==> src/rtl/fetch_line_sequencer_pkg.sv <==
// Shared frontend definitions for the fetch line sequencer
// and the fetch-stage blocks that reuse its window logic.
package fetch_line_sequencer_pkg;

    localparam int INST_W     = 32;
    localparam int LINE_INSTS = 16;
    localparam int LINE_BYTES = 64;
    localparam int LINE_W     = INST_W * LINE_INSTS;
    localparam int LPC_W      = 64 - $clog2(LINE_BYTES);

    typedef enum logic [1:0] {
        ENT_EMPTY,
        ENT_QUEUED,
        ENT_ISSUING
    } ent_state_t;

    typedef struct packed {
        logic [LINE_W-1:0] data;
        logic [LPC_W-1:0]  linepc;
        logic [3:0]        start;
        logic [3:0]        end_idx;
        logic              taken_ok;
    } line_entry_t;

    // Instructions left from p up to and including e (1..16).
    function automatic logic [4:0] win_remain(
        input logic [3:0] e,
        input logic [3:0] p
    );
        return {1'b0, e} - {1'b0, p} + 5'd1;
    endfunction

endpackage

==> src/rtl/fetch_window_calc.sv <==
// Live-window calculation for a fetch line: first slot from the
// fetch PC, last slot at a predicted-taken branch in the same line.
module fetch_window_calc (
    input  logic [63:0] i_base_pc,
    input  logic [63:0] i_trigger_pc,
    input  logic        i_predict_valid,
    output logic [3:0]  o_start,
    output logic [3:0]  o_end,
    output logic        o_taken_ok
);

    logic w_same_line;
    logic w_after_start;
    logic w_hit;
    logic w_unused;

    assign w_unused = ^{i_base_pc[1:0], i_trigger_pc[1:0]};

    assign o_start       = i_base_pc[5:2];
    assign w_same_line   = i_trigger_pc[63:6] == i_base_pc[63:6];
    assign w_after_start = i_trigger_pc[5:2] >= i_base_pc[5:2];
    assign w_hit         = i_predict_valid & w_same_line & w_after_start;

    // A branch before the fetch PC or in another line is ignored.
    assign o_end      = w_hit ? i_trigger_pc[5:2] : 4'd15;
    assign o_taken_ok = w_hit;

endmodule

==> src/rtl/fetch_line_sequencer.sv <==
// Fetch line buffer that trims each line to its live window and
// issues packed instruction groups to decode.
import fetch_line_sequencer_pkg::*;

module fetch_line_sequencer #(
    parameter int ISSUE_WIDTH = 4,
    parameter int DEPTH       = 2
) (
    input  logic                     clock,
    input  logic                     reset,
    input  logic                     flush,
    input  logic                     line_valid,
    output logic                     line_ready,
    input  logic [LINE_W-1:0]        line_data,
    input  logic [63:0]              base_pc,
    input  logic                     predict_valid,
    input  logic [63:0]              trigger_pc,
    output logic [ISSUE_WIDTH-1:0]   out_valid,
    output logic [32*ISSUE_WIDTH-1:0] out_inst,
    output logic [64*ISSUE_WIDTH-1:0] out_pc,
    output logic [ISSUE_WIDTH-1:0]   out_taken,
    input  logic                     out_ready
);

    localparam int AW = $clog2(DEPTH);
    localparam int CW = AW + 1;
    localparam logic [4:0] IW5 = 5'(ISSUE_WIDTH);

    logic [AW-1:0] r_rd;
    logic [AW-1:0] r_wr;
    logic [CW-1:0] r_cnt;
    logic [3:0]    r_ptr;
    line_entry_t   r_mem [DEPTH];
    ent_state_t    r_st  [DEPTH];

    logic          w_full;
    logic          w_empty;
    logic          w_push;
    logic          w_fire;
    logic          w_pop;
    logic          w_last;
    logic          w_head_live;
    logic [4:0]    w_rem;
    logic [4:0]    w_n;
    logic [3:0]    w_start;
    logic [3:0]    w_end;
    logic          w_taken_ok;
    logic [AW-1:0] w_next_rd;
    line_entry_t   w_head;
    line_entry_t   w_new;

    fetch_window_calc u_win (
        .i_base_pc       (base_pc),
        .i_trigger_pc    (trigger_pc),
        .i_predict_valid (predict_valid),
        .o_start         (w_start),
        .o_end           (w_end),
        .o_taken_ok      (w_taken_ok)
    );

    assign w_full  = r_cnt == CW'(DEPTH);
    assign w_empty = r_cnt == '0;

    assign line_ready = !w_full & !flush & !reset;
    assign w_push     = line_valid & line_ready;

    assign w_new.data     = line_data;
    assign w_new.linepc   = base_pc[63:6];
    assign w_new.start    = w_start;
    assign w_new.end_idx  = w_end;
    assign w_new.taken_ok = w_taken_ok;

    assign w_head      = r_mem[r_rd];
    assign w_head_live = !w_empty && (r_st[r_rd] != ENT_EMPTY);
    assign w_next_rd   = r_rd + 1'b1;

    assign w_rem  = win_remain(w_head.end_idx, r_ptr);
    assign w_last = w_rem <= IW5;
    assign w_n    = w_last ? w_rem : IW5;

    // Flush outranks decode acceptance in the same cycle.
    assign w_fire = w_head_live & out_ready & !flush;
    assign w_pop  = w_fire & w_last;

    // Slot outputs are a pure function of the head entry and ptr,
    // so a stalled group stays put until it is accepted.
    for (genvar g = 0; g < ISSUE_WIDTH; g++) begin : g_slot
        logic [3:0] w_idx;
        logic       w_v;

        assign w_idx = r_ptr + 4'(g);
        assign w_v   = w_head_live && (5'(g) < w_n);

        assign out_valid[g] = w_v;
        assign out_inst[32*g +: 32] =
            w_v ? w_head.data[{w_idx, 5'b0} +: 32] : '0;
        assign out_pc[64*g +: 64] =
            w_v ? {w_head.linepc, w_idx, 2'b00} : '0;
        assign out_taken[g] =
            w_v & w_head.taken_ok & (w_idx == w_head.end_idx);
    end

    // Line buffer, per-entry lifecycle and issue pointer.
    always_ff @(posedge clock or posedge reset) begin
        if (reset) begin
            r_rd  <= '0;
            r_wr  <= '0;
            r_cnt <= '0;
            r_ptr <= '0;
            for (int i = 0; i < DEPTH; i++) begin
                r_st[i]  <= ENT_EMPTY;
                r_mem[i] <= '0;
            end
        end else if (flush) begin
            r_rd  <= '0;
            r_wr  <= '0;
            r_cnt <= '0;
            r_ptr <= '0;
            for (int i = 0; i < DEPTH; i++) begin
                r_st[i] <= ENT_EMPTY;
            end
        end else begin
            if (w_push) begin
                r_mem[r_wr] <= w_new;
                r_st[r_wr]  <= ENT_QUEUED;
                r_wr        <= r_wr + 1'b1;
            end

            for (int i = 0; i < DEPTH; i++) begin
                if (AW'(i) == r_rd && r_st[i] == ENT_QUEUED) begin
                    r_st[i] <= ENT_ISSUING;
                end
            end

            if (w_pop) begin
                r_st[r_rd] <= ENT_EMPTY;
                r_rd       <= w_next_rd;
            end

            r_cnt <= r_cnt + CW'(w_push) - CW'(w_pop);

            // The next head is either already queued or the line
            // arriving this cycle into an otherwise empty buffer.
            if (w_pop) begin
                if (r_cnt > CW'(1)) begin
                    r_ptr <= r_mem[w_next_rd].start;
                end else if (w_push) begin
                    r_ptr <= w_start;
                end else begin
                    r_ptr <= '0;
                end
            end else if (w_fire) begin
                r_ptr <= r_ptr + w_n[3:0];
            end else if (w_empty && w_push) begin
                r_ptr <= w_start;
            end
        end
    end

endmodule

==> config.mk <==
export PLATFORM = sky130hd
export DESIGN_NAME = fetch_line_sequencer
export DESIGN_NICKNAME = d
export VERILOG_FILES = /design/src/rtl/fetch_line_sequencer_pkg.sv /design/src/rtl/fetch_window_calc.sv /design/src/rtl/fetch_line_sequencer.sv
export SDC_FILE = /design/constraint.sdc
export NUM_CORES = 2
export LEC_CHECK = 0
export BUFFER_PORTS_ARGS = -buffer_cell sky130_fd_sc_hd__buf_2
export CAP_MARGIN = 20
export CORE_AREA = 3 3 405 407
export CTS_BUF_LIST = sky130_fd_sc_hd__clkbuf_4 sky130_fd_sc_hd__clkbuf_8 sky130_fd_sc_hd__clkbuf_16
export DETAILED_ROUTE_END_ITERATION = 16
export DIE_AREA = 0 0 408 410
export PLACE_DENSITY_LB_ADDON = 0.1
export SLEW_MARGIN = 20
export SYNTH_ARGS = -nofsm -noshare
export SYNTH_HDL_FRONTEND = slang
export SYNTH_HIERARCHICAL = 1
export SYNTH_SLANG_ARGS = --single-unit
==> constraint.sdc <==
create_clock -name clock -period 95.3 [get_ports clock]
set_clock_uncertainty 0.05 [all_clocks]
set_input_delay 4.765 -clock clock [delete_from_list [all_inputs] [get_ports clock]]
set_output_delay 4.765 -clock clock [all_outputs]
set_load 0.03 [all_outputs]
Word-level counts from Yosys, hierarchy flattened --
Index checks and enable logic that the tools add are counted.
Storage, ports and cells: register bits after elaboration 1170, bits in latches 0, RAM bits 0, ROM bits 0, input bits 646, output and inout port bits 393, logic and storage cells 140, memories kept 0
Cells by class: $add $sub $neg 10, multiply operators 0, divide/modulo/power cells 0, magnitude comparators 12, eq/ne operators 8, shift-type cells 4, multiplexer cells 44, bitwise logic cells 26, reduce and logical (&&, ||, !) cells 20
Operators by type and width (number):
- $mux W579 | 4
- $shiftx A512 B10 Y32 | 4
- $bwmux W1158 | 1
- $demux W579 S1 | 1
- $mux W64 | 4
- $mux W32 | 4
- $eq A58 B58 Y1 | 1
- $mux W4 | 10
- $mux W9 | 3
- $mux W2 | 10
- $and A1 B1 Y1 | 16
- $eq A4 B4 Y1 | 4
- $logic_and A1 B1 Y1 | 10
- $lt A1 B5 Y1 const A | 2
- $lt A2 B5 Y1 const A | 2
- $add A4 B2 Y4 const B | 2
- $ge A2 B2 Y1 const B | 3
- $not A1 Y2 | 3
- $reduce_bool A2 Y1 | 3
- $add A5 B1 Y5 const B | 1
- $le A5 B3 Y1 const B | 1
- $mux W5 | 1
- $sub A4 B4 Y5 | 1
- $add A4 B1 Y4 const B | 1
- 21 further kinds | 32

Logic depth before layout (Yosys ltp) --
word-level depth 13, depth in mapped cells 20, depth with buffers taken out 14

Cells and area by module --
Netlist, hierarchy kept.
By module, submodules not included:
- fetch_line_sequencer | times used 1, cells an instance 7607, area each 66716.5 um2, seq. area each 29278.1 um2
- fetch_window_calc | times used 1, cells an instance 105, area each 813.3 um2, seq. area each 0.0 um2

Worst setup path after synthesis --
Ideal clock, no wire load.
path kind input to register, from input reset, to register r_ptr[3], arrival 31.019 ns, required time 95.184 ns, path slack 64.165 ns, cell stages on the path 4, buffers on the path 0, path through inv_1 > a41oi_1 > mux2i_1 > o21a_1
On the way: cells in the longest elaborated chain, start to end 7
RTL lines:
- start, declared | line fetch_line_sequencer.sv:10 | input logic reset,
- $logic_not A1 Y1 (no line) *
- $and A1 B1 Y1 * | line fetch_line_sequencer.sv:64 | assign line_ready = !w_full & !flush & !reset;
- $and A1 B1 Y1 * | line fetch_line_sequencer.sv:65 | assign w_push = line_valid & line_ready;
- $mux W4 | line fetch_line_sequencer.sv:147 | end else if (w_push) begin
- $mux W4 | line fetch_line_sequencer.sv:145 | if (r_cnt > CW'(1)) begin
- $mux W4 | line fetch_line_sequencer.sv:144 | if (w_pop) begin
- $mux W4 | line fetch_line_sequencer.sv:114 | end else if (flush) begin
- end signal, assigned | line fetch_line_sequencer.sv:146 | r_ptr <= r_mem[w_next_rd].start;
- end signal, assigned | line fetch_line_sequencer.sv:148 | r_ptr <= w_start;
- end signal, assigned | line fetch_line_sequencer.sv:153 | r_ptr <= r_ptr + w_n[3:0];
- end, declared | line fetch_line_sequencer.sv:32 | logic [3:0] r_ptr;
Every way passes the cells marked *; elsewhere a longest branch is shown, timed or not. A chain may end at the register's enable or synchronous reset.

Worst setup path in the final report --
from register r_rd, to output out_inst[72]
On the way: cells in the longest elaborated chain, start to end 11
RTL lines:
- start, declared | line fetch_line_sequencer.sv:29 | logic [AW-1:0] r_rd;
- start signal, assigned | line fetch_line_sequencer.sv:137 | r_rd <= w_next_rd;
- $not A1 Y2 (not written as such) * | line fetch_line_sequencer.sv:73, fetch_line_sequencer.sv:74
- $mux W579 (not written as such) (3 in series) | line fetch_line_sequencer.sv:73 | assign w_head = r_mem[r_rd];
- $sub A4 B4 Y5 | line fetch_line_sequencer_pkg.sv:30 | return {1'b0, e} - {1'b0, p} + 5'd1;
- $add A5 B1 Y5 | line fetch_line_sequencer_pkg.sv:30
- $le A5 B3 Y1 | line fetch_line_sequencer.sv:78 | assign w_last = w_rem <= IW5;
- $mux W5 | line fetch_line_sequencer.sv:79 | assign w_n = w_last ? w_rem : IW5;
- $lt A2 B5 Y1 | line fetch_line_sequencer.sv:92 | assign w_v = w_head_live && (5'(g) < w_n);
- $logic_and A1 B1 Y1 | line fetch_line_sequencer.sv:92
- $mux W32 * | line fetch_line_sequencer.sv:96 | w_v ? w_head.data[{w_idx, 5'b0} +: 32] : '0;
- end, declared | line fetch_line_sequencer.sv:19 | output logic [32*ISSUE_WIDTH-1:0] out_inst,
Every way passes the cells marked *; elsewhere a longest branch is shown, timed or not. The select of a mux whose other input is x is not followed.

==> results.md <==
* Internal power at ~1.1 mW
* CP required at between 90 and 100 ns
* CP Class: flop to primary output
* Final Instance Count excl. Fillers at 10796
* Power Total at 1.67 mW
* Yosys Warn Count at 6
* Crit path top cell by count: buf_4
* Buf/Inv on CP at 6
* I/O pin cnt at 1039
* Layout fillers at 15578
* Drt wl/cell at 31.2 um
* Multi-input logic area at between 0.03 and 0.04 sq mm
* Placed cells at approximately 10000
* Layer with the highest usage: met2
* Initial antenna violation count at 180
* Starting density of the core at 0.421
* Final wirelength at 337000 um
* Worst-Margin Slew at ~1.4 ns
* Setup bufs post-CTS at 0
* Seq/Total Area, Yosys at 0.434
* Worst IR Drop VDD at around 19 uV
* Syn_area_per_cell at ~8.8 sq um
* Skew-Pair Late Insertion Delay at just under 0.8 ns
* RSZ-0062 raised after global routing: no
* Hold WC Path Type: flop to flop
* # clock sinks at 1170
* Hold Fails Final Rpt at 0
* Largest net degree at the start of global routing at roughly 210
* Sequential standard cell area at approximately 0.03 sq mm
* H-tree Lvls at 4
* Met3 GRT Util at 0.136
* Cell count after synthesis at 7712
* Top Family by Delay on Critical Path: buffers and inverters
* Hold buffers post-CTS at 0
* Slew headroom at 0.0716
* Net count, final at 9094
* Clock power frac at 0.345
* DRT Pass-1 Iters at 7
* Pre-CTS worst setup slack at 84.19 ns
* Critical path's largest stage delay at 0.94 ns
* GRT Residual Overflow at 0
* Synth async-reset ratio at 1.00
* First-pass GRT wire length at ~460000 um
* Area Growth Syn to Fin at 17.1%
* Critical path, cell by cell: buf_4, buf_12, buf_12, buf_4, buf_4, mux4_2, nor2_1, nor2_1, o22ai_1, nor3_1, buf_2
* Die Y at 410 um
* CTS tree: done
* Die Width at roughly 400 um
* Leakage at slightly below 40 nW
* Final Cell Area at around 0.079 sq mm
* Most frequent cells in the layout: nand2_1 (3772), dfrtp_1 (1166), buf_2 (1026), nor2_1 (500), mux2i_1 (426)
* Die area at around 0.17 sq mm
* Total GRT Usage at 0.393
* Synthesized area at just under 0.07 sq mm
* Clock transition at path regs at around 0.060 ns
* CP arrival at roughly 7 ns
* Layout cell share with drive strength beyond 1 at 0.224
* Iteration-0 DRC Markers at 8367
* HPWL Detailed at approximately 250000 um
* Number of synthesized flops with an enable pin at 0
* Final setup violation count at 0
* Placer Congestion at approximately 1
* Vias at roughly 64000
* Post-CTS Resized at 0
* DRC Markers at 0
* Setup Total Neg Slack at 0 ns
* #FFs+latches synth at approximately 1200
* Pwr/cell area at 21.1 mW/mm^2
* Vias in the first global route at 58501
* Clock buffer depth at 3
* Final setup margin at 83.41 ns
* Max-slew violations at 0
* CTS root buffer: clkbuf_16
* Most common cell after layout, fill and taps aside: nand2_1
* Switch share at 0.352
* Crit Path Max Fanout at approximately 100
* Fmax at 84.1 MHz
* Top_reg_cell synth: dfrtp_1
* Status: finished, final reports clean
* Total CTS buffers at roughly 140
* Crit share post-route at 0.125
* Port Buf Inserts at 1026
* Met1 global-route usage at 0.525
* Worst setup SP type: flop
* Logic pwr share at 0.262
* Via density at ~6
* P_sw at about 0.59 mW
* Met2 usage in global routing at 0.537
* Post-DP Area at 0.0738 sq mm
* Post-DRT Antenna Nets at 0
* Setup crit end kind: primary output
* Period minus WS final at about 12 ns
* Slowest stage cell on the critical path: nor3_1
* # Max-Cap Violations at 0
* Netlist cell types at 58
* Sequential share of power at 0.393
* Rows at around 150
* Core ar. at between 0.15 and 0.2 sq mm
==> cell type report <==
cell class                 instances  share of cell area
inverter                          40             0.00204
antenna                           96             0.00304
timing repair buffer            1141              0.0773
multi-input combinational       5929               0.451
clock inverter                    53             0.00757
sequential                      1170               0.371
clock buffer                     207              0.0548
tap                             2160              0.0342
==> cell usage after synthesis, types with 3 or more instances <==
| master | n | area share |
|---|---|---|
| a221oi_1 | 4 | 0.00052 |
| nand2b_1 | 4 | 0.00037 |
| inv_1 | 35 | 0.0019 |
| mux2_2 | 57 | 0.0095 |
| nor3_1 | 35 | 0.0026 |
| clkbuf_1 | 265 | 0.015 |
| a2111oi_2 | 4 | 0.00089 |
| mux2i_1 | 427 | 0.063 |
| a22oi_1 | 64 | 0.0071 |
| xnor2_1 | 52 | 0.0067 |
| nor2_1 | 507 | 0.028 |
| and3_1 | 65 | 0.0060 |
| buf_2 | 226 | 0.017 |
| o21a_1 | 3 | 0.00033 |
| o21ai_0 | 115 | 0.0085 |
| nand2_1 | 3772 | 0.21 |
| dfrtp_1 | 1170 | 0.43 |
| a211oi_1 | 8 | 0.00089 |
| buf_1 | 29 | 0.0016 |
| buf_4 | 54 | 0.0060 |
| or3_1 | 3 | 0.00028 |
| o22ai_1 | 92 | 0.0085 |
| a21oi_1 | 62 | 0.0046 |
| ha_1 | 20 | 0.0037 |
| inv_2 | 3 | 0.00017 |
| nor4_1 | 7 | 0.00065 |
| or4_1 | 4 | 0.00044 |
| nor4_2 | 3 | 0.00056 |
| buf_6 | 6 | 0.0010 |
| a32oi_1 | 64 | 0.0083 |
| and2_1 | 8 | 0.00074 |
| nand3_1 | 62 | 0.0046 |
| mux4_2 | 414 | 0.14 |
| nor2b_1 | 5 | 0.00046 |
| nand4_1 | 11 | 0.0010 |
| xor2_1 | 23 | 0.0030 |
==> worst paths after layout <==
path / start / slack, ns / to / cells after the start
setup / recovery: r_rd / 83.41 / out_inst[72] / 11
hold / removal: r_mem[62] / 0.42 / r_mem[62] / 2
setup reg to reg: r_cnt[1] / 90.22 / r_mem[395] / 9
hold reg to reg: r_mem[62] / 0.42 / r_mem[62] / 2
max in group asynchronous: reset / 86.92 / r_mem[265] / 6
min in group asynchronous: reset / 4.20 / r_mem[580] / 2
==> kinds of logic (layout without fill, tap and decap cells) <==
family | after synthesis | count (layout) | share of synthesized area
buf+inv | 620 | 1441 | 0.0423
xor+xnor | 75 | 75 | 0.00973
compound gates | 431 | 431 | 0.0424
flops | 1170 | 1170 | 0.434
mux | 898 | 898 | 0.211
fa+ha+maj | 22 | 22 | 0.00430
other cells | 1 | 104 | 0.0000555
simple gates | 4495 | 4495 | 0.257
==> power by group through the flow <==
| stage | clock (mW) | sequential (mW) | combinational, mW |
|---|---|---|---|
| finish | 0.577 | 0.657 | 0.437 |
| global route | 0.603 | 0.668 | 0.462 |
| CTS | 0.583 | 0.654 | 0.424 |
| detailed placement | 0 | 0.662 | 0.421 |
| global placement | 0 | 0.656 | 0.415 |
| floorplan | 0 | 0.644 | 0.256 |
==> state kept, by name, summed over array words and instances (netlist names) <==
register  cells
r_st          4
r_wr          1
r_cnt         2
r_ptr         4
r_rd          1
r_mem      1158
==> per-layer routing <==
layer,part of all wire,vias up
li1,-,27060
met1,0.39,32152
met2,0.41,3843
met3,0.12,712
met4,0.071,78
met5,0.0016,-
==> per-stage QoR <==
| step | util | hold WS (ns) |
|---|---|---|
| global route | 0.492 | 0.438 |
| floorplan | - | 0.390 |
| detailed placement | 0.460 | 0.411 |
| finish | 0.492 | 0.423 |
| global placement | 0.460 | 0.405 |
| CTS | 0.490 | 0.425 |
==> worst register-to-register path: cells and delay by family, from the launching register on <==
kind | cells | cell delay [ns]
and+or+nand+nor | 3 | 0.51
buffers and inverters | 5 | 3.70
DFF | 1 | 0.45
AOI/OAI and AO/OA | 1 | 0.33
No activity file was read; power rests on OpenSTA's default activity.
